--- config.mk ---
export PLATFORM = sky130hd
export DESIGN_NAME = cpu_core_stacked
export DESIGN_NICKNAME = d
export VERILOG_FILES = /design/src/rtl/cpu_core_stacked_pkg.sv /design/src/rtl/cpu_core_stacked_call_stack.sv /design/src/rtl/cpu_core_stacked.sv
export SDC_FILE = /design/constraint.sdc
export NUM_CORES = 1
export LEC_CHECK = 0
export ABC_AREA = 1
export BUFFER_PORTS_ARGS = -buffer_cell sky130_fd_sc_hd__buf_4
export CORE_ASPECT_RATIO = 0.75
export CORE_MARGIN = 1
export CORE_UTILIZATION = 50
export DETAILED_ROUTE_END_ITERATION = 10
export PLACE_DENSITY = 0.69
export SLEW_MARGIN = 20
export SYNTH_ARGS = -nofsm -noshare
export SYNTH_HDL_FRONTEND = slang
export SYNTH_SLANG_ARGS = --single-unit
--- constraint.sdc ---
create_clock -name clk -period 4.43 [get_ports clk]
set_clock_uncertainty 0.05 [all_clocks]
set_input_delay 0.443 -clock clk [delete_from_list [all_inputs] [get_ports clk]]
set_output_delay 0.443 -clock clk [all_outputs]
set_load 0.01 [all_outputs]
--- src/rtl/cpu_core_stacked_pkg.sv ---
`default_nettype none
// ============================================================================
// Module : cpu_core_stacked_pkg
// Brief  : Shared encodings for the stacked core: groups, commands, states,
//          flag bit positions and instruction field offsets.
// Rev    : 1.0
// ============================================================================
package cpu_core_stacked_pkg;

  localparam logic [2:0] GRP_ARITH  = 3'd0;
  localparam logic [2:0] GRP_LOGIC  = 3'd1;
  localparam logic [2:0] GRP_SHIFT  = 3'd2;
  localparam logic [2:0] GRP_MOVE   = 3'd3;
  localparam logic [2:0] GRP_OUT    = 3'd4;
  localparam logic [2:0] GRP_JUMP   = 3'd5;
  localparam logic [2:0] GRP_BRANCH = 3'd6;
  localparam logic [2:0] GRP_FLOW   = 3'd7;

  localparam logic [2:0] CMD_SUB  = 3'd1;
  localparam logic [2:0] CMD_AND  = 3'd0;
  localparam logic [2:0] CMD_OR   = 3'd1;
  localparam logic [2:0] CMD_XOR  = 3'd2;
  localparam logic [2:0] CMD_CALL = 3'd0;
  localparam logic [2:0] CMD_RET  = 3'd1;
  localparam logic [2:0] CMD_HALT = 3'd2;

  typedef enum logic [1:0] {
    ST_RUN   = 2'd0,
    ST_HALT  = 2'd1,
    ST_FAULT = 2'd2
  } state_e;

  // Indices into the upper flag nibble (reg_flag[7:4])
  localparam int FLAG_ARITH_OVF = 0;
  localparam int FLAG_SHIFT_OVF = 1;
  localparam int FLAG_STACK_OVF = 2;
  localparam int FLAG_STACK_UNF = 3;

  // Register operand map: 0xFF reads din, anything else aliases onto 16 GPRs
  localparam int         NUM_REGS = 16;
  localparam logic [7:0] REG_DIN  = 8'hFF;

  function automatic int f_off_arg2(input int addr_w);      return addr_w;      endfunction
  function automatic int f_off_arg2_type(input int addr_w); return addr_w + 8;  endfunction
  function automatic int f_off_arg1(input int addr_w);      return addr_w + 9;  endfunction
  function automatic int f_off_arg1_type(input int addr_w); return addr_w + 17; endfunction
  function automatic int f_off_cmd(input int addr_w);       return addr_w + 18; endfunction
  function automatic int f_off_grp(input int addr_w);       return addr_w + 21; endfunction

endpackage
`default_nettype wire

--- src/rtl/cpu_core_stacked_call_stack.sv ---
`default_nettype none
// ============================================================================
// Module : cpu_core_stacked_call_stack
// Brief  : Return-address LIFO; synchronous push/pop, combinational top.
// Rev    : 1.0
// ============================================================================
module cpu_core_stacked_call_stack #(
  parameter int WIDTH = 8,
  parameter int DEPTH = 4
) (
  input  logic             clk,
  input  logic             resetn,
  input  logic             push,
  input  logic             pop,
  input  logic [WIDTH-1:0] push_data,
  output logic             full,
  output logic             empty,
  output logic [WIDTH-1:0] top
);

  localparam int SP_W  = $clog2(DEPTH + 1);
  localparam int IDX_W = (DEPTH > 1) ? $clog2(DEPTH) : 1;

  logic [SP_W-1:0]  sp_q, sp_d;
  logic [WIDTH-1:0] mem_q [2**IDX_W];
  logic [IDX_W-1:0] wr_idx, rd_idx;

  assign full   = (sp_q == SP_W'(DEPTH));
  assign empty  = (sp_q == '0);
  assign wr_idx = IDX_W'(sp_q);
  assign rd_idx = IDX_W'(sp_q - SP_W'(1));
  assign top    = mem_q[rd_idx];

  always_comb begin
    sp_d = sp_q;
    if (push && !full)       sp_d = sp_q + SP_W'(1);
    else if (pop && !empty)  sp_d = sp_q - SP_W'(1);
  end

  always_ff @(posedge clk or negedge resetn) begin
    if (!resetn) sp_q <= '0;
    else         sp_q <= sp_d;
  end

  // Entries above sp are don't-care, so the storage needs no reset
  always_ff @(posedge clk) begin
    if (push && !full) mem_q[wr_idx] <= push_data;
  end

endmodule
`default_nettype wire

--- src/rtl/cpu_core_stacked.sv ---
`default_nettype none
// ============================================================================
// Module : cpu_core_stacked
// Brief  : Parametrised single-cycle core with call stack, HALT and FAULT lock.
//          Optional: define CPU_SINGLE_STEP_EN to add the step input.
// Rev    : 1.0
// ============================================================================
module cpu_core_stacked
  import cpu_core_stacked_pkg::*;
#(
  parameter int DATA_W      = 8,
  parameter int ADDR_W      = 8,
  parameter int STACK_DEPTH = 4
) (
  input  logic                clk,
  input  logic                resetn,
  input  logic                enable,
  input  logic [24+ADDR_W-1:0] instruction,
  output logic [ADDR_W-1:0]   instruction_pointer,
  input  logic [DATA_W-1:0]   din,
  input  logic [3:0]          gpi,
  input  logic                resume,
`ifdef CPU_SINGLE_STEP_EN
  input  logic                step,
`endif
  output logic [DATA_W-1:0]   reg_dout,
  output logic [DATA_W-1:0]   reg_gout,
  output logic [7:0]          reg_flag,
  output logic                halted,
  output logic                fault
);

  localparam int OFF_GRP  = f_off_grp(ADDR_W);
  localparam int OFF_CMD  = f_off_cmd(ADDR_W);
  localparam int OFF_A1T  = f_off_arg1_type(ADDR_W);
  localparam int OFF_A1   = f_off_arg1(ADDR_W);
  localparam int OFF_A2T  = f_off_arg2_type(ADDR_W);
  localparam int OFF_A2   = f_off_arg2(ADDR_W);
  localparam logic [DATA_W-1:0] SHIFT_LIM = DATA_W'(DATA_W);

  logic [2:0]        grp, cmd;
  logic              a1_is_reg, a2_is_reg;
  logic [7:0]        arg1, arg2;
  logic [ADDR_W-1:0] target;

  assign grp       = instruction[OFF_GRP +: 3];
  assign cmd       = instruction[OFF_CMD +: 3];
  assign a1_is_reg = instruction[OFF_A1T];
  assign arg1      = instruction[OFF_A1 +: 8];
  assign a2_is_reg = instruction[OFF_A2T];
  assign arg2      = instruction[OFF_A2 +: 8];
  assign target    = instruction[ADDR_W-1:0];

  state_e            state_q, state_d;
  logic [ADDR_W-1:0] ip_q, ip_d, ip_inc;
  logic [DATA_W-1:0] dout_q, dout_d, gout_q, gout_d;
  logic [3:0]        flag_hi_q, flag_hi_d;
  logic [DATA_W-1:0] regs_q [NUM_REGS];
  logic [DATA_W-1:0] regs_d [NUM_REGS];

  logic [DATA_W-1:0]   op1, op2, alu_res;
  logic [DATA_W:0]     sum;
  logic [2*DATA_W-1:0] shl_wide;
  logic                alu_arith_ovf, alu_shift_ovf, br_taken;
  logic                step_req, exec;
  logic                stk_push, stk_pop, stk_full, stk_empty;
  logic [ADDR_W-1:0]   stk_top;

`ifdef CPU_SINGLE_STEP_EN
  assign step_req = step;
`else
  assign step_req = 1'b0;
`endif

  assign ip_inc              = ip_q + ADDR_W'(1);
  assign instruction_pointer = ip_q;
  assign reg_dout            = dout_q;
  assign reg_gout            = gout_q;
  assign reg_flag            = {flag_hi_q, gpi};
  assign halted              = (state_q == ST_HALT);
  assign fault               = (state_q == ST_FAULT);

  always_comb begin
    op1 = DATA_W'(arg1);
    op2 = DATA_W'(arg2);
    if (a1_is_reg) op1 = (arg1 == REG_DIN) ? din : regs_q[arg1[3:0]];
    if (a2_is_reg) op2 = (arg2 == REG_DIN) ? din : regs_q[arg2[3:0]];
  end

  always_comb begin
    sum           = '0;
    shl_wide      = '0;
    alu_res       = '0;
    alu_arith_ovf = 1'b0;
    alu_shift_ovf = 1'b0;
    case (grp)
      GRP_ARITH: begin
        sum = (cmd == CMD_SUB) ? ({1'b0, op1} - {1'b0, op2}) : ({1'b0, op1} + {1'b0, op2});
        alu_res       = sum[DATA_W-1:0];
        alu_arith_ovf = sum[DATA_W];
      end
      GRP_LOGIC: begin
        case (cmd)
          CMD_AND: alu_res = op1 & op2;
          CMD_OR:  alu_res = op1 | op2;
          CMD_XOR: alu_res = op1 ^ op2;
          default: alu_res = ~op1;
        endcase
      end
      GRP_SHIFT: begin
        if (cmd[0]) begin
          alu_res = op1 >> op2;
        end else begin
          // Upper half of the widened shift holds exactly the bits pushed out
          shl_wide      = {{DATA_W{1'b0}}, op1} << op2;
          alu_res       = shl_wide[DATA_W-1:0];
          alu_shift_ovf = (op2 >= SHIFT_LIM) ? (op1 != '0) : (shl_wide[2*DATA_W-1:DATA_W] != '0);
        end
      end
      GRP_BRANCH: alu_res = op1 & op2;
      default: ;
    endcase
  end

  assign br_taken = (alu_res != '0) || reg_flag[cmd];

  always_comb begin
    state_d   = state_q;
    ip_d      = ip_q;
    dout_d    = dout_q;
    gout_d    = gout_q;
    flag_hi_d = flag_hi_q;
    regs_d    = regs_q;
    stk_push  = 1'b0;
    stk_pop   = 1'b0;
    exec      = 1'b0;
    if (enable) begin
      case (state_q)
        ST_RUN:  exec = 1'b1;
        ST_HALT: if (resume) state_d = ST_RUN; else exec = step_req;
        default: ;
      endcase
    end
    if (exec) begin
      ip_d = ip_inc;
      case (grp)
        GRP_ARITH, GRP_LOGIC, GRP_SHIFT: begin
          regs_d[4'(target)]        = alu_res;
          flag_hi_d[FLAG_ARITH_OVF] = alu_arith_ovf;
          flag_hi_d[FLAG_SHIFT_OVF] = alu_shift_ovf;
        end
        GRP_MOVE:   regs_d[4'(target)] = op1;
        GRP_OUT:    if (cmd[0]) gout_d = op1; else dout_d = op1;
        GRP_JUMP:   ip_d = target;
        GRP_BRANCH: if (br_taken) ip_d = target;
        GRP_FLOW: begin
          case (cmd)
            CMD_CALL: begin
              if (stk_full) begin
                flag_hi_d[FLAG_STACK_OVF] = 1'b1;
                ip_d    = ip_q;
                state_d = ST_FAULT;
              end else begin
                stk_push = 1'b1;
                ip_d     = target;
              end
            end
            CMD_RET: begin
              if (stk_empty) begin
                flag_hi_d[FLAG_STACK_UNF] = 1'b1;
                ip_d    = ip_q;
                state_d = ST_FAULT;
              end else begin
                stk_pop = 1'b1;
                ip_d    = stk_top;
              end
            end
            CMD_HALT: state_d = ST_HALT;
            default: ;
          endcase
        end
        default: ;
      endcase
    end
  end

  always_ff @(posedge clk or negedge resetn) begin
    if (!resetn) begin
      state_q   <= ST_RUN;
      ip_q      <= '0;
      dout_q    <= '0;
      gout_q    <= '0;
      flag_hi_q <= '0;
      for (int i = 0; i < NUM_REGS; i++) regs_q[i] <= '0;
    end else begin
      state_q   <= state_d;
      ip_q      <= ip_d;
      dout_q    <= dout_d;
      gout_q    <= gout_d;
      flag_hi_q <= flag_hi_d;
      regs_q    <= regs_d;
    end
  end

  cpu_core_stacked_call_stack #(
    .WIDTH (ADDR_W),
    .DEPTH (STACK_DEPTH)
  ) u_call_stack (
    .clk       (clk),
    .resetn    (resetn),
    .push      (stk_push),
    .pop       (stk_pop),
    .push_data (ip_inc),
    .full      (stk_full),
    .empty     (stk_empty),
    .top       (stk_top)
  );

endmodule
`default_nettype wire

# --- Word-level counts from Yosys, hierarchy flattened ---
# Memories as Yosys holds them, arrays and structs flattened.
# Cells that the tools add are included.
classes:
  n_lt_le_gt_ge: 6
  n_eq_ne: 16
  div_mod_pow: 0
  n_mux: 52
  n_reduce_logical: 23
  shifts: 2
  bitwise_logic: 8
  addsub: 5
  n_mul: 0
op_table:
  columns: ["op", "n"]
  rows:
  - ["128-bit bitwise mux", 2]
  - ["128-bit case mux with 2 select lines", 1]
  - ["8-bit two-way mux", 13]
  - ["8-bit binary-select mux with 4-bit select", 2]
  - ["8-bit case mux with 3 select lines", 2]
  - ["8-bit demux with 4-bit select", 1]
  - ["8-bit case mux with 4 select lines", 1]
  - ["8-bit nonzero test", 3]
  - ["1-bit two-way mux", 17]
  - ["8-bit equality test (second input constant)", 2]
  - ["8-bit case mux with 2 select lines", 1]
  - ["8-bit by 8-bit << shifter with 16-bit output", 1]
  - ["3-bit equality test (second input constant)", 5]
  - ["5-bit >= comparator (second input constant)", 3]
  - ["4-bit inverter with 5-bit output", 3]
  - ["2-bit two-way mux", 7]
  - ["8-bit by 8-bit adder with 9-bit output", 1]
  - ["3-bit by 2-bit equality test with 1-bit output (second input constant)", 3]
  - ["3-bit logical NOT", 3]
  - ["9-bit two-way mux", 1]
  - ["3-bit AND reduction", 3]
  - ["8-bit by 8-bit subtractor with 9-bit output", 1]
  - ["8-bit by 1-bit adder with 8-bit output (second input constant)", 1]
  - ["8-bit bitwise AND", 1]
  - ["25 further kinds", 34]
word_totals:
  elab_cells: 137
  latch_bits: 0
  in_bits: 48
  mem_bits_ro: 0
  regBits: 161
  ram_bits: 32
  out_inout_bits: 34
  mem_count: 1
memory_table:
  columns: ["memory", "depth", "width", "rd", "rd_ports_with_merged_regs", "write_ports", "line", "source"]
  rows:
  - ["u_call_stack.mem_q", 4, 8, 1, 0, 1, "cpu_core_stacked_call_stack.sv:25", "logic [WIDTH-1:0] mem_q [2**IDX_W];"]

# --- Longest topological paths before layout ---
logic_depth:
  ltp_word: 13
  mapped_depth: 39
  mapped_depth_nobuf: 37

# --- Modules after synthesis ---
# Synthesis repeated with hierarchy kept, for this count alone.
hier_totals:
  cells_unflattened: 1909
  hier_area_um2: 13474.2
modules_own_cells:
  columns: ["mod", "area_per_inst_um2", "seq_area_each_um2", "cells_each", "n_inst"]
  rows:
  - ["cpu_core_stacked", 11893.9, 3953.8, 1769, 1]
  - ["cpu_core_stacked_call_stack", 1580.3, 1036.0, 140, 1]

# --- Worst setup path after synthesis ---
# No wires, ideal clock.
synth_path:
  path_type: "input port to flip-flop"
  from: "input instruction[9]"
  to: "register ip_q[3], in the netlist instruction_pointer[3]"
  arrival_ps: 4212
  t_required_ps: 4263
  setup_time_ps: 117
  setup_slack_ps: 52
  n_path_buf: 4
  path_stages: 37
  path_cell_list: "buf_4 inv_2 buf_4 buf_4 o211ai_1 nand3_1 nand3_1 nand2_1 nand2_1 nand2_2 inv_2 buf_6 ha_1 inv_1 nand2_1 xor2_1 ha_1 inv_1 o21ai_0 nand2_1 nand2_1 a21oi_1 or2_2 nand2_1 nand2_1 nand2_1 a21boi_0 o21ai_0 nand3_1 a21oi_1 nand2_1 nor2_8 nand3_1 nand3_1 nand2_1 nand2_1 nand2_1"
synth_between:
  elab_chain_len: 13
  elab_cells_between_ends: 22
  classes_between: "add/sub (2); eq/ne (1); shift (2); mux (11); bitwise (4); reduce/logical (2)"
synth_lines:
  columns: ["element", "line", "source"]
  rows:
  - ["start, declared", "cpu_core_stacked.sv:18", "input logic [24+ADDR_W-1:0] instruction,"]
  - ["4-bit inverter with 5-bit output (implied by the code)", "cpu_core_stacked.sv:87", "if (a2_is_reg) op2 = (arg2 == REG_DIN) ? din : regs_q[arg2[3:0]];"]
  - ["8-bit binary-select mux with 4-bit select", "cpu_core_stacked.sv:87", null]
  - ["8-bit two-way mux (implied by the code) (2 in series)", "cpu_core_stacked.sv:87", null]
  - ["8-bit two-way mux", "cpu_core_stacked.sv:87", null]
  - ["8-bit two-way mux (*)", "cpu_core_stacked.sv:87", null]
  - ["8-bit by 8-bit adder with 9-bit output, or another cell as far along", "cpu_core_stacked.sv:98", "sum = (cmd == CMD_SUB) ? ({1'b0, op1} - {1'b0, op2}) : ({1'b0, op1} + {1'b0, op2});"]
  - ["9-bit two-way mux, or another cell as far along", "cpu_core_stacked.sv:98", null]
  - ["8-bit case mux with 4 select lines (*)", "cpu_core_stacked.sv:96", "case (grp)"]
  - ["8-bit nonzero test (*)", "cpu_core_stacked.sv:125", "assign br_taken = (alu_res != '0) || reg_flag[cmd];"]
  - ["1-bit logical OR (*)", "cpu_core_stacked.sv:125", null]
  - ["8-bit two-way mux (*)", "cpu_core_stacked.sv:155", "GRP_BRANCH: if (br_taken) ip_d = target;"]
  - ["8-bit case mux with 3 select lines (*)", "cpu_core_stacked.sv:146", "case (grp)"]
  - ["end signal, assigned", "cpu_core_stacked.sv:197", "ip_q <= ip_d;"]
  - ["end, declared", "cpu_core_stacked.sv:55", "logic [ADDR_W-1:0] ip_q, ip_d, ip_inc;"]
# Every way passes the cells marked *; elsewhere a longest branch is shown, timed or not. The select of a mux whose other input is x is not followed.
# A chain may end at the register's enable or synchronous reset.

# --- Worst setup path after layout ---
layout_path:
  from: "input instruction[8]"
  to: "register ip_q[5], in the netlist instruction_pointer[5]"
# The elaborated chain is that of the path after synthesis.

==> results.py <==
metrics = {
    "placement": {
        "dp_hpwl_um": 34600,
        "globalplace.congestion": 1.00,
        "place_area_um2": 14800,
        "placed_cells": 2323,
        "io_buffers": 81,
        "dp_slack_ns": -0.222,
    },
    "synthesis": {
        "synth_mux_area_frac": 0,
        "ys_seq_area_frac": 0.374,
        "ys_ff_latch": 193,
        "synth_cells": 1881,
        "syn-num-nets": 1961,
        "synth_adder_area_share": 0.0306,
        "yosys.area_share.simple": 0.299,
        "syn_area_um2": 13300,
        "synth_area_leaders": "dfrtp_1 (30%), nand2_1 (12%), nand3_1 (11%), edfxtp_1 (7.2%), o21ai_0 (6.1%)",
        "yosysTopAreaCell": "dfrtp_1",
        "synth_top_family_by_area": "simple AND/OR/NAND/NOR gates",
        "synth-compound-area-share": 0.185,
        "yosysTopAreaCellShare": 0.302,
        "synth.distinct_cells": 53,
        "yosys.area_share.xor_xnor": 0.00723,
        "syn_avg_cell_area_um2": 7.09,
        "synth_warnings": 0,
    },
    "sta": {
        "relSlewSlack": 0.294,
        "holdWs_ns": 0.0226,
        "setup-violations-final": 0,
        "maxSlewViolCount": 0,
        "finalHoldViolCount": 0,
        "min_period_ns": 4.15,
        "finalSetupTns_ns": 0,
        "fin_ws_ns": 0.276,
        "period_share": 0.938,
        "worst_slew_pin_slew_ns": 1.05,
        "timing.fmax_mhz": 241,
    },
    "global_route": {
        "overflow": 0,
        "grt_pass1_wl_um": 72400,
        "antenna_found_initial": 0,
        "met2_usage": 0.489,
        "grt_pass1_vias": 12600,
        "busiest_layer": "met1",
        "met1_usage": 0.530,
        "grt_max_degree": 97,
        "use_met3": 0.0774,
        "track_usage": 0.348,
    },
    "cells_and_area": {
        "layout_commonest_cell": "nand2_1",
        "drive_above_1_share": 0.147,
        "most-common-layout-cells": "nand2_1 (431), nand3_1 (290), inv_1 (212)",
        "postLayoutCoreUtil": 0.590,
        "nets": 2079,
        "fin_area_um2": 15400,
        "final_cells": 2356,
        "n_antenna_cell": 0,
        "area_delta_synth_final_pct": 15.5,
    },
    "floorplan": {
        "die_h_um": 143,
        "dieArea_um2": 27300,
        "initial_core_util": 0.511,
        "core-area_um2": 26100,
        "num_rows": 51,
        "io_pins": 82,
        "fp.dieW_um": 191,
    },
    "power_and_ir_drop": {
        "p_total_mw": 4.34,
        "irDropWorstVdd_mv": 0.301,
        "leakage_nw": 7.46,
        "powerDensity_nw_per_um2": 282,
    },
    "detailed_routing": {
        "drt-total-wl_um": 47200,
        "wl_per_cell_um": 20.0,
        "viasPerCell": 6.02,
        "vias": 14200,
        "postRouteAntennaNets": 0,
        "drtPass1Iterations": 7,
        "drt-initial-drc-count": 1974,
        "detail_route.drc_violations": 0,
    },
    "hold_path": {
        "worstHoldPathType": "in -> async",
    },
    "critical_path": {
        "cp_slowest_cell": "ha_1",
        "cp_data_arrival_time_ns": 4.51,
        "critical-path-max-stage-delay_ns": 0.31,
        "worst_setup_path_end_kind": "flip-flop",
        "critPathLaunch": "instruction[8]",
        "critPathKind": "in -> reg",
        "required_ns": 4.78,
        "cp-start-kind": "input port",
        "timing.critical_path.mode_cell": "nand2_1",
        "critPathMaxFanout": 27,
        "r2r-start": "regs_q[75]$_DFFE_PN0P_",
    },
    "cts": {
        "clkTransAtPathRegs_ns": 0.07,
        "cts_root_buf": "clkbuf_16",
        "holdBufCountCts": 0,
        "cts-resized-gates": 0,
        "clkLatencyLatePin_ns": 0.46,
        "htreeDepth": 4,
        "numCtsBuffers": 17,
        "cts_buffer_depth": 2,
        "numClockSinks": 193,
        "cts_tree": "done",
        "cts_setup_buffers": 0,
    },
    "outcome": {
        "status": "finished, final reports clean",
    },
    "flow_run": {
        "cap_violations": 0,
    },
}
-- worst max-delay path: cells and delay by family --
family                     cells  cell delay (ns)
and+or+nand+nor               19             2.11
AOI/OAI and AO/OA              6             0.97
buffers and inverters          3             0.48
adders and majority gates      1             0.31
xor gates and xnor gates       1             0.16
-- worst paths after layout --
check	to	slack, ns	cells past startpoint
min reg2reg	reg_dout[0]$_DFFE_PN0P_	0.45	2
max in group asynchronous	regs_q[43]$_DFFE_PN0P_	3.24	2
max reg2reg	instruction_pointer[5]$_DFFE_PN0P_	0.34	27
min in group clk	state_q[0]$_DFF_PN0_	0.24	4
min	regs_q[79]$_DFFE_PN0P_	0.02	1
max	instruction_pointer[5]$_DFFE_PN0P_	0.28	30
-- state kept, by name (all words and copies together), names as in the netlist --
register and flops:
regs_q 128, u_call_stack.mem_q 32, instruction_pointer 8, reg_dout 8
reg_gout 8, flag_hi_q 4, u_call_stack.sp_q 3, state_q 2
-- cells in the mapped netlist, drive strengths merged --
cell type,count
a2111oi,1
a211oi,6
a21boi,3
a21oi,97
a221oi,3
a22oi,4
a31o,1
a31oi,2
a41oi,2
buf,54
clkbuf,37
clkinv,6
dfrtp,161
edfxtp,32
fa,1
ha,31
inv,232
nand2,447
nand3,293
nand3b,1
nand4,20
nor2,114
nor3,10
nor4,1
o2111ai,2
o211ai,47
o21ai,207
o21bai,1
o22ai,18
o2bb2ai,1
o31ai,27
or2,8
xnor2,1
xor2,10
-- area by class of cell --
| type | count | area [µm²] |
|---|---|---|
| inverters | 238 | 893 |
| clock inverters | 15 | 138 |
| clock buffers | 17 | 425 |
| flip-flops and latches | 193 | 4990 |
| multi-input cells | 1360 | 7000 |
| repair buffers | 189 | 1530 |
| fillers | 2464 | 10700 |
| well taps | 344 | 430 |
-- routing by layer --
layer	wire, µm	share of wire	vias up
li1	-	-	6558
met1	21400	0.45	6769
met2	19600	0.41	786
met3	5280	0.11	79
met4	863	0.018	0
met5	0	0	-
-- power breakdown --
part	internal, mW	switching (mW)
clock	0.744	0.801
combinational	0.335	0.666
sequential	1.80	0
total	2.87	1.47
-- cell families after synthesis --
| family | Yosys count |
|---|---|
| DFF | 193 |
| adders and majority gates | 32 |
| and+or+nand+nor | 894 |
| xor gates and xnor gates | 11 |
| AOI/OAI and AO/OA | 422 |
| buffers and inverters | 329 |
Power figures use the tool's default switching activity.
